**src/rtl/apb_slave_mon_pkg.sv**
```systemverilog
// Shared types and constants for the APB slave transaction monitor.
// Protocol checker codes are only consumed when APB_SLAVE_MON_PROTOCOL_CHECK_EN is defined.
package apb_slave_mon_pkg;

  typedef enum logic [1:0] {
    IDLE,
    SETUP,
    ACCESS
  } phase_e;

  localparam int PROT_W = 3;

  localparam logic [2:0] PERR_NONE           = 3'd0;
  localparam logic [2:0] PERR_ENABLE_IN_IDLE = 3'd1;
  localparam logic [2:0] PERR_NO_ENABLE      = 3'd2;
  localparam logic [2:0] PERR_CHANGED        = 3'd3;
  localparam logic [2:0] PERR_MULTI_SEL      = 3'd4;
  localparam logic [2:0] PERR_ABORT          = 3'd5;

  function automatic logic [15:0] sat_inc16(input logic [15:0] v);
    return (&v) ? v : v + 16'd1;
  endfunction

endpackage

```
**src/rtl/apb_slave_mon_fifo.sv**
```systemverilog
// Generic synchronous FIFO with first-word-fall-through head; DEPTH must be a power of 2.
// The head reads as zero while empty so downstream outputs are clean after reset.
module apb_slave_mon_fifo #(
  parameter int WIDTH = 8,
  parameter int DEPTH = 8
)(
  input  logic                         clk,
  input  logic                         rst,
  input  logic                         push,
  input  logic                         pop,
  input  logic [WIDTH-1:0]             din,
  output logic [WIDTH-1:0]             dout,
  output logic                         full,
  output logic                         empty,
  output logic [$clog2(DEPTH+1)-1:0]   count
);

  localparam int PTR_W = $clog2(DEPTH);
  localparam int CNT_W = $clog2(DEPTH + 1);

  logic [WIDTH-1:0] mem [DEPTH];
  logic [PTR_W-1:0] wr_ptr_reg;
  logic [PTR_W-1:0] rd_ptr_reg;
  logic [CNT_W-1:0] count_reg;
  logic             do_push;
  logic             do_pop;

  assign empty   = (count_reg == '0);
  assign full    = (count_reg == CNT_W'(DEPTH));
  assign count   = count_reg;
  assign do_pop  = pop && !empty;
  // A push into a full FIFO is accepted only when a pop frees a slot on the same edge.
  assign do_push = push && (!full || do_pop);
  assign dout    = empty ? '0 : mem[rd_ptr_reg];

  always_ff @(posedge clk) begin
    if (do_push) begin
      mem[wr_ptr_reg] <= din;
    end
  end

  always_ff @(posedge clk or posedge rst) begin
    if (rst) begin
      wr_ptr_reg <= '0;
      rd_ptr_reg <= '0;
      count_reg  <= '0;
    end else begin
      if (do_push) begin
        wr_ptr_reg <= wr_ptr_reg + 1'b1;
      end
      if (do_pop) begin
        rd_ptr_reg <= rd_ptr_reg + 1'b1;
      end
      case ({do_push, do_pop})
        2'b10:   count_reg <= count_reg + 1'b1;
        2'b01:   count_reg <= count_reg - 1'b1;
        default: count_reg <= count_reg;
      endcase
    end
  end

endmodule

```
**src/rtl/apb_slave_txn_monitor.sv**
```systemverilog
// Passive APB slave-side monitor: rebuilds completed transfers and queues them for a proxy.
// Define APB_SLAVE_MON_PROTOCOL_CHECK_EN to compile in the protocol checker.
module apb_slave_txn_monitor
  import apb_slave_mon_pkg::*;
#(
  parameter int ADDR_WIDTH   = 32,
  parameter int DATA_WIDTH   = 32,
  parameter int NO_OF_SLAVES = 1,
  parameter int DEPTH        = 8,
  parameter int WAIT_WIDTH   = 8,
  localparam int STRB_W = DATA_WIDTH / 8,
  localparam int SIDX_W = (NO_OF_SLAVES > 1) ? $clog2(NO_OF_SLAVES) : 1,
  localparam int CNT_W  = $clog2(DEPTH + 1)
)(
  input  logic                    pclk,
  input  logic                    preset,
  input  logic [NO_OF_SLAVES-1:0] psel,
  input  logic                    penable,
  input  logic                    pwrite,
  input  logic                    pready,
  input  logic                    pslverr,
  input  logic [ADDR_WIDTH-1:0]   paddr,
  input  logic [DATA_WIDTH-1:0]   pwdata,
  input  logic [DATA_WIDTH-1:0]   prdata,
  input  logic [STRB_W-1:0]       pstrb,
  input  logic [PROT_W-1:0]       pprot,
  output logic                    mon_valid,
  input  logic                    mon_ready,
  output logic [ADDR_WIDTH-1:0]   mon_addr,
  output logic                    mon_write,
  output logic [DATA_WIDTH-1:0]   mon_data,
  output logic [STRB_W-1:0]       mon_strb,
  output logic [PROT_W-1:0]       mon_prot,
  output logic                    mon_slverr,
  output logic [SIDX_W-1:0]       mon_slave_idx,
  output logic [WAIT_WIDTH-1:0]   mon_wait_cycles,
  output logic [CNT_W-1:0]        fifo_count,
  output logic [15:0]             overflow_count,
  output logic                    proto_err,
  output logic [2:0]              proto_err_code
);

  typedef struct packed {
    logic [ADDR_WIDTH-1:0] addr;
    logic                  write;
    logic [DATA_WIDTH-1:0] data;
    logic [STRB_W-1:0]     strb;
    logic [PROT_W-1:0]     prot;
    logic                  slverr;
    logic [SIDX_W-1:0]     slave_idx;
    logic [WAIT_WIDTH-1:0] wait_cycles;
  } mon_rec_t;

  localparam int REC_W = $bits(mon_rec_t);

  phase_e                phase_reg;
  logic [ADDR_WIDTH-1:0] addr_reg;
  logic                  write_reg;
  logic [DATA_WIDTH-1:0] wdata_reg;
  logic [STRB_W-1:0]     strb_reg;
  logic [PROT_W-1:0]     prot_reg;
  logic [SIDX_W-1:0]     sidx_reg;
  logic [WAIT_WIDTH-1:0] wait_reg;
  logic [15:0]           overflow_reg;
  logic [SIDX_W-1:0]     sidx_next;
  logic                  sel_any;
  logic                  setup_seen;
  logic                  in_access;
  logic                  rec_push;
  logic                  rec_pop;
  logic                  fifo_full;
  logic                  fifo_empty;
  mon_rec_t              rec_in;
  mon_rec_t              rec_out;

  assign sel_any    = |psel;
  assign setup_seen = sel_any && !penable;
  // SETUP and ACCESS both mean the cycle now on the bus is an access cycle.
  assign in_access  = (phase_reg != IDLE);
  assign rec_push   = in_access && sel_any && penable && pready;

  always_comb begin
    sidx_next = '0;
    for (int i = NO_OF_SLAVES - 1; i >= 0; i--) begin
      if (psel[i]) begin
        sidx_next = SIDX_W'(i);
      end
    end
  end

  always_ff @(posedge pclk or posedge preset) begin
    if (preset) begin
      phase_reg <= IDLE;
      addr_reg  <= '0;
      write_reg <= 1'b0;
      wdata_reg <= '0;
      strb_reg  <= '0;
      prot_reg  <= '0;
      sidx_reg  <= '0;
      wait_reg  <= '0;
    end else begin
      case (phase_reg)
        IDLE: begin
          if (setup_seen) begin
            phase_reg <= SETUP;
            addr_reg  <= paddr;
            write_reg <= pwrite;
            wdata_reg <= pwdata;
            strb_reg  <= pstrb;
            prot_reg  <= pprot;
            sidx_reg  <= sidx_next;
            wait_reg  <= '0;
          end
        end
        SETUP, ACCESS: begin
          // Completion and abort both return to IDLE; IDLE re-arms on a fresh setup cycle.
          if (!sel_any || !penable || pready) begin
            phase_reg <= IDLE;
          end else begin
            phase_reg <= ACCESS;
            if (!(&wait_reg)) begin
              wait_reg <= wait_reg + 1'b1;
            end
          end
        end
        default: phase_reg <= IDLE;
      endcase
    end
  end

  always_comb begin
    rec_in             = '0;
    rec_in.addr        = addr_reg;
    rec_in.write       = write_reg;
    rec_in.data        = write_reg ? wdata_reg : prdata;
    rec_in.strb        = write_reg ? strb_reg : '0;
    rec_in.prot        = prot_reg;
    rec_in.slverr      = pslverr;
    rec_in.slave_idx   = sidx_reg;
    rec_in.wait_cycles = wait_reg;
  end

  apb_slave_mon_fifo #(
    .WIDTH (REC_W),
    .DEPTH (DEPTH)
  ) u_fifo (
    .clk   (pclk),
    .rst   (preset),
    .push  (rec_push),
    .pop   (rec_pop),
    .din   (rec_in),
    .dout  (rec_out),
    .full  (fifo_full),
    .empty (fifo_empty),
    .count (fifo_count)
  );

  assign mon_valid       = !fifo_empty;
  assign rec_pop         = mon_valid && mon_ready;
  assign mon_addr        = rec_out.addr;
  assign mon_write       = rec_out.write;
  assign mon_data        = rec_out.data;
  assign mon_strb        = rec_out.strb;
  assign mon_prot        = rec_out.prot;
  assign mon_slverr      = rec_out.slverr;
  assign mon_slave_idx   = rec_out.slave_idx;
  assign mon_wait_cycles = rec_out.wait_cycles;

  always_ff @(posedge pclk or posedge preset) begin
    if (preset) begin
      overflow_reg <= '0;
    end else if (rec_push && fifo_full && !rec_pop) begin
      overflow_reg <= sat_inc16(overflow_reg);
    end
  end

  assign overflow_count = overflow_reg;

`ifdef APB_SLAVE_MON_PROTOCOL_CHECK_EN
  logic [NO_OF_SLAVES-1:0] sel_reg;
  logic                    proto_err_reg;
  logic [2:0]              proto_code_reg;
  logic [2:0]              viol_code;
  logic                    multi_sel;

  assign multi_sel = (psel & (psel - NO_OF_SLAVES'(1))) != '0;

  always_comb begin
    viol_code = PERR_NONE;
    if (phase_reg == IDLE) begin
      if (penable) begin
        viol_code = PERR_ENABLE_IN_IDLE;
      end
    end else if (phase_reg == SETUP && !penable) begin
      viol_code = PERR_NO_ENABLE;
    end else if (!sel_any || !penable) begin
      viol_code = PERR_ABORT;
    end else if (paddr != addr_reg || pwrite != write_reg || pwdata != wdata_reg ||
                 pstrb != strb_reg || pprot != prot_reg || psel != sel_reg) begin
      viol_code = PERR_CHANGED;
    end
    if (viol_code == PERR_NONE && multi_sel) begin
      viol_code = PERR_MULTI_SEL;
    end
  end

  always_ff @(posedge pclk or posedge preset) begin
    if (preset) begin
      sel_reg        <= '0;
      proto_err_reg  <= 1'b0;
      proto_code_reg <= PERR_NONE;
    end else begin
      if (phase_reg == IDLE && setup_seen) begin
        sel_reg <= psel;
      end
      proto_err_reg <= (viol_code != PERR_NONE);
      if (viol_code != PERR_NONE) begin
        proto_code_reg <= viol_code;
      end
    end
  end

  assign proto_err      = proto_err_reg;
  assign proto_err_code = proto_code_reg;
`else
  assign proto_err      = 1'b0;
  assign proto_err_code = 3'd0;
`endif

endmodule

```
**config.mk**
```make
export PLATFORM = sky130hd
export DESIGN_NAME = apb_slave_txn_monitor
export DESIGN_NICKNAME = d
export VERILOG_FILES = /design/src/rtl/apb_slave_mon_pkg.sv /design/src/rtl/apb_slave_mon_fifo.sv /design/src/rtl/apb_slave_txn_monitor.sv
export SDC_FILE = /design/constraint.sdc
export NUM_CORES = 1
export LEC_CHECK = 0
export CORE_MARGIN = 3
export CORE_UTILIZATION = 40
export CTS_CLUSTER_SIZE = 30
export DETAILED_ROUTE_END_ITERATION = 10
export GPL_TIMING_DRIVEN = 0
export PLACE_DENSITY_LB_ADDON = 0.2
export SYNTH_ARGS = -nofsm -noshare
export SYNTH_HDL_FRONTEND = slang
export SYNTH_SLANG_ARGS = --single-unit
```
**constraint.sdc**
```tcl
create_clock -name pclk -period 19.5 [get_ports pclk]
set_clock_uncertainty 0.2 [all_clocks]
set_input_delay 2.925 -clock pclk [delete_from_list [all_inputs] [get_ports pclk]]
set_output_delay 2.925 -clock pclk [all_outputs]
set_load 0.005 [all_outputs]
```
==> results of run 1 <==
==> power by group <==
group          internal [uW]  switching (uW)
logic                    801             791
clock network            872             618
registers               2060             136
total                   3740            1550
==> placed cells by master, fill, tap and decap left out, types with 8 or more instances in the layout <==
cell type,instances
xor2_1,9
buf_2,18
clkinv_1,16
buf_12,8
dfrtp_1,108
buf_4,24
and2_1,8
xnor2_1,14
mux2i_1,81
clkbuf_1,55
clkdlybuf4s50_1,212
buf_1,8
nor2_1,88
mux2_1,42
buf_6,38
mux2_2,65
clkinv_2,13
nand4_1,9
ha_1,9
mux4_2,162
nand2_1,24
clkbuf_16,83
edfxtp_1,648
==> layout make-up <==
| cell class | instances | share of cell area (%) |
|---|---|---|
| clock inverters | 44 | 1.07 |
| clock buffers | 105 | 6.11 |
| multi-input cells | 586 | 19.4 |
| well taps | 950 | 3.27 |
| plain buffers | 72 | 0.889 |
| repair buffers | 282 | 8.23 |
| inverters | 6 | 0.0758 |
| flip-flops and latches | 756 | 61.0 |
==> routing by layer <==
layer | vias to the layer above | part of all wire (%) | wire length [um]
li1 | 6463 | - | -
met1 | 7692 | 41 | 28200
met2 | 340 | 53 | 36100
met3 | 74 | 4.6 | 3140
met4 | 0 | 1.5 | 1030
met5 | - | 0 | 0
==> stage by stage <==
step,total power [uW],cell area [um^2]
finish,5280,36300
floorplan,3110,29500
global route,5550,36300
global placement,3820,32800
CTS,5380,36300
detailed placement,3870,33700
==> worst min path at each step <==
stage	start	to	slack (ns)	cells past startpoint
6_report	strb_reg[3]$_DFFE_PP0P_	strb_reg[3]$_DFFE_PP0P_	0.28	1
5_1_grt	strb_reg[3]$_DFFE_PP0P_	strb_reg[3]$_DFFE_PP0P_	0.29	1
3_3_place_gp	strb_reg[3]$_DFFE_PP0P_	strb_reg[3]$_DFFE_PP0P_	0.27	1
2_1_floorplan	strb_reg[0]$_DFFE_PP0P_	strb_reg[0]$_DFFE_PP0P_	0.26	1
3_5_place_dp	strb_reg[3]$_DFFE_PP0P_	strb_reg[3]$_DFFE_PP0P_	0.27	1
4_1_cts	strb_reg[3]$_DFFE_PP0P_	strb_reg[3]$_DFFE_PP0P_	0.29	1
==> cells by family (layout without fill, tap and decap cells) <==
family | after synthesis | in the layout | synth area share, %
buffers and inverters | 78 | 509 | 1.17
xor gates and xnor gates | 23 | 23 | 0.684
muxes | 350 | 350 | 19.2
adders and majority gates | 9 | 9 | 0.382
DFF | 756 | 756 | 75.2
AOI/OAI and AO/OA | 30 | 30 | 0.658
and+or+nand+nor | 169 | 169 | 2.68
other | 1 | 5 | 0.0127
==> metrics, run 1 <==
Max-cap violations=0; Hold Slack=roughly 0.28 ns; first-pass GRT wire length=~100000 um; DIE HEIGHT=277 um; CP Class=reg -> out; CTS tree=built; relative slew slack=a little under a fifth; CP Capture Type=output port; DRT Wirelength=68500 um; # DRC=0; CP startpoint=u_fifo.rd_ptr_reg[1]$_DFFE_PP0P_; fin util=50.3%; Critical Path AT=4.31 ns; met3 usage=2.79%; DP HPWL=around 45000 um; total CTS buffers=slightly above 80; clock sinks=about 760; vias in the first global route=15800; total congestion overflow=0; H-tree depth=3; top_reg_cell synth=edfxtp_1; Root Buffer=clkbuf_16; fin crit share=about two fifths; Multi-input gate area=~0.007 mm^2; CP bufs+invs=4; Synth top area share=about 66%; CP peak stage delay=approximately 0.76 ns; setup TNS=0 ns; Worst R2R Start=u_fifo.count[0]$_DFFE_PP0P_; Synth Instances=between 1000 and 1500; worst slew pin tran=1.22 ns; Warnings, synthesis=0; Worst setup SP type=flip-flop; DRT Pass-1 Iters=5; max-slew violation count=0; # IOs=218; DRT iter0 DRCs=between 1000 and 1500; RePlAce Congestion=0.724; area leader, netlist=edfxtp_1; synthesized area per cell=about 21 um^2; vias post-DR=14600; fillers=just under 6000; Seq/Total Area, Yosys=around three quarters; Final Non-Filler Cells=between 2000 and 3000; status=finished clean; grt peak-use layer=met2; Post-synth top cells=648 x edfxtp_1, 162 x mux4_2, 108 x dfrtp_1, 91 x nor2_1, 81 x mux2i_1; FP Rows=a little under 100; worst reg2reg setup slack=between 15 and 20 ns; largest net degree at the start of global routing=76; Peak Freq=roughly 0.13 GHz; top-count cell post-synth=edfxtp_1; Leak=0.0124 uW; synth top area cells=edfxtp_1 66%, mux4_2 12%, dfrtp_1 9.2%; clock-pin slew on the worst setup and hold paths=roughly 0.05 ns; Crit path depth=7; cell family with most CP delay=buffers and inverters; P per Cell Area=~150 mW/mm^2; post-CTS setup buffers=0; post_cts resized=0; register area=roughly 0.022 mm^2; HP Class=reg -> reg; crit-path max FO=10; Die X=approximately 280 um; Max VDD drop=between 70 and 80 uV; worst skew pair latency=roughly 0.62 ns; final worst slack=~12 ns; core area=roughly 0.072 mm^2; Port-buffer cells=about 210; P&R area growth vs syn=23.3%; Antenna Cells=0; endpoints failing hold=0; starting density of the core=about two fifths; gr usage total=about 18%; clk buf depth=3; post-synth cell types=between 40 and 50; Post-Syn Area=a little under 0.03 mm^2; met2 Use GR=between 30% and 40%; Setup WS pre-CTS=12.58 ns; Worst EP required=roughly 16 ns; RSZ-0062 raised after global routing=no; minimum clock period=about 7.4 ns; share of flip-flops with an asynchronous set or reset=roughly 14%; # setup viols final=0; Slowest-stage cell, CP=clkbuf_1; Post-synth EDFFs=between 600 and 700; post-route ant nets=0; Die Area=0.0770 mm^2; initial antenna violation count=0; reg2reg path depth=12; critical path endpoint=mon_data[24]; via/cell ratio=5.20; end of the worst register-to-register path=u_fifo.count[2]$_DFFE_PP0P_; hold buffers post-CTS=0; CP most frequent cell=clkbuf_1; WL/cell=approximately 24 um; Placed Instances=2652; number of flip-flops in the largest register=~650; CP Cell Sequence=clkbuf_1 > buf_2 > clkbuf_1 > mux4_2 > mux2i_1 > nor2_1 > clkdlybuf4s50_1; Yosys reg bits=between 700 and 800; met1 usage=23.4%; layout net count=1905; layout cells sized above 1=between 20 and 25%
No activity file was read; power rests on OpenSTA's default activity.
==> inputs of run 2 (changes only) <==
==> constraint.sdc (replaced) <==
create_clock -name pclk -period 7.8 [get_ports pclk]
set_clock_uncertainty 0.2 [all_clocks]
set_input_delay 1.17 -clock pclk [delete_from_list [all_inputs] [get_ports pclk]]
set_output_delay 1.17 -clock pclk [all_outputs]
set_load 0.005 [all_outputs]
==> run 2 against run 1 <==
Effect of this change:
- flip-flop and latch count did not move
- sequential power up 150%
- combinational power grew to 2.5 times the previous value
- cell area is 0.56% lower
- first-iteration DRC count shrank 11%
- non-clock buffer count shrank 11
- wire length rose by 0.79%
- global-route usage rose by 0.089 points
- clock power up 130%
==> metrics, run 2 (synthesis results as in run 1) <==
starting density of the core=40.8% (unchanged); # IOs=218 (unchanged); relative slew slack=12.0% (-6.3 points); DIE HEIGHT=277 um (unchanged); total congestion overflow=0 (unchanged); WL/cell=24.8 um (+1.5%); endpoints failing hold=0 (unchanged); Critical Path AT=4.35 ns (+0.04 ns); clock sinks=756 (unchanged); CP Cell Sequence=clkbuf_1 > buf_2 > clkbuf_1 > mux4_2 > mux2i_1 > nor2_1 > clkdlybuf4s50_1; RePlAce Congestion=0.772 (+6.6%); # setup viols final=0 (unchanged); Max-cap violations=0 (unchanged); worst skew pair latency=0.60 ns (-0.02 ns); total CTS buffers=78 (-3.7%); final worst slack=2.08 ns (-9.98 ns); total power=13000 uW (+150%); DRT iter0 DRCs=960 (-11%); status=finished clean; post_cts resized=0 (unchanged); Max VDD drop=160 uV (+120%); max-slew violation count=0 (unchanged); DRT Wirelength=69100 um (+0.79%); Die Area=0.0770 mm^2 (unchanged); vias in the first global route=15800 (-0.25%); FP Rows=98 (unchanged); layout cells sized above 1=23.7% (-0.84 points); vias post-DR=14600 (+0.26%); minimum clock period=5.72 ns; H-tree depth=3 (unchanged); P per Cell Area=359 mW/mm^2 (+150%); CP most frequent cell=clkbuf_1; HP Class=reg -> reg; fin crit share=around three quarters; cell family with most CP delay=buffers and inverters; CP peak stage delay=0.72 ns (-0.04 ns); Port-buffer cells=212 (unchanged); hold buffers post-CTS=0 (unchanged); post-route ant nets=0 (unchanged); gr usage total=18.1% (+0.089 points); most common cell after layout, fill and taps aside=edfxtp_1; P&R area growth vs syn=22.6%; Setup WS pre-CTS=2.65 ns (-9.92 ns); Worst setup SP type=flip-flop; most frequent cells in the layout=648 x edfxtp_1, 212 x clkdlybuf4s50_1, 162 x mux4_2, 108 x dfrtp_1, 88 x nor2_1; worst slew pin tran=1.32 ns (+0.0964 ns); Peak Freq=between 0.15 and 0.2 GHz; core area=0.0722 mm^2 (unchanged); largest net degree at the start of global routing=77 (+1.3%); RSZ-0062 raised after global routing=no; CP Capture Type=output port; first-pass GRT wire length=103000 um (+0.45%); Leak=0.0122 uW (-1.3%); Worst EP required=6.43 ns (-9.95 ns); initial antenna violation count=3 (+3); crit-path max FO=10 (unchanged); Antenna Cells=0 (unchanged); clock-pin slew on the worst setup and hold paths=0.06 ns (about the same); Die X=277 um (unchanged); CP Class=reg -> out; Slowest-stage cell, CP=clkbuf_1; DP HPWL=45200 um (-0.36%); # DRC=0 (unchanged); DRT Pass-1 Iters=5 (unchanged); CP bufs+invs=4 (unchanged); layout net count=1891 (-0.73%); clk buf depth=3 (unchanged); via/cell ratio=5.25 (+0.95%); Root Buffer=clkbuf_16; CTS tree=built; number of flip-flops in the largest register=648 (unchanged); setup TNS=0 ns (unchanged); post-CTS setup buffers=0 (unchanged)
[run 2: cell types whose count changed in the layout (fill, tap and decap cells not counted), moves of 4 or more]
cell | before | now
buf_6 | 38 | 29
clkinv_1 | 16 | 11
clkbuf_16 | 83 | 78
buf_4 | 24 | 8
buf_8 | 3 | 14
clkinvlp_4 | 2 | 6
clkbuf_1 | 55 | 61
inv_6 | 2 | 6
[run 2: path summary, 6_finish.rpt]
path | start | end | slack (ns) | cells past startpoint
setup reg to reg | phase_reg[0]$_DFFE_PP0P_ | u_fifo.mem[3][45]$_DFFE_PP_ | 4.12 | 11
min in group asynchronous | preset | addr_reg[31]$_DFFE_PP0P_ | 0.72 | 2
max in group asynchronous | preset | addr_reg[1]$_DFFE_PP0P_ | 5.85 | 3
hold / removal | wdata_reg[4]$_DFFE_PP0P_ | wdata_reg[4]$_DFFE_PP0P_ | 0.29 | 1
setup / recovery | u_fifo.rd_ptr_reg[1]$_DFFE_PP0P_ | mon_data[24] | 2.08 | 7
hold reg to reg | wdata_reg[4]$_DFFE_PP0P_ | wdata_reg[4]$_DFFE_PP0P_ | 0.29 | 1
[run 2: cell type report]
cell class,instances,area [um^2]
fill,5889,36100
sequential,756,22200
multi-input combinational,586,7050
timing repair buffer,271,3000
clock buffer,106,2120
tap,950,1190
buffer,72,323
clock inverter,35,256
inverter,6,27.5
[run 2: power breakdown]
| group | switching [uW] | internal (uW) | leakage, uW |
|---|---|---|---|
| Clock | 1510 | 1980 | 0.00115 |
| Sequential | 343 | 5160 | 0.00716 |
| Combinational | 1990 | 2010 | 0.00394 |
[run 2: stage by stage]
stage / instances / util (%) / cell area, um^2 / hold WS, ns
3_3_place_gp: 2582 / 45.4 / 32800 / 0.266
3_5_place_dp: 2641 / 46.7 / 33800 / 0.278
5_1_grt: 2782 / 50.0 / 36100 / 0.309
4_1_cts: 2782 / 50.0 / 36100 / 0.292
2_1_floorplan: 1420 / - / 29500 / 0.256
6_report: 2782 / 50.0 / 36100 / 0.289
[run 2: metal layers]
metal / share of wire, % / vias up / track usage (%)
met5: 0.013 / - / 0
met4: 1.5 / 2 / 4.51
met3: 4.5 / 77 / 2.95
met2: 51 / 341 / 30.7
met1: 43 / 7757 / 24.5
li1: - / 6430 / -
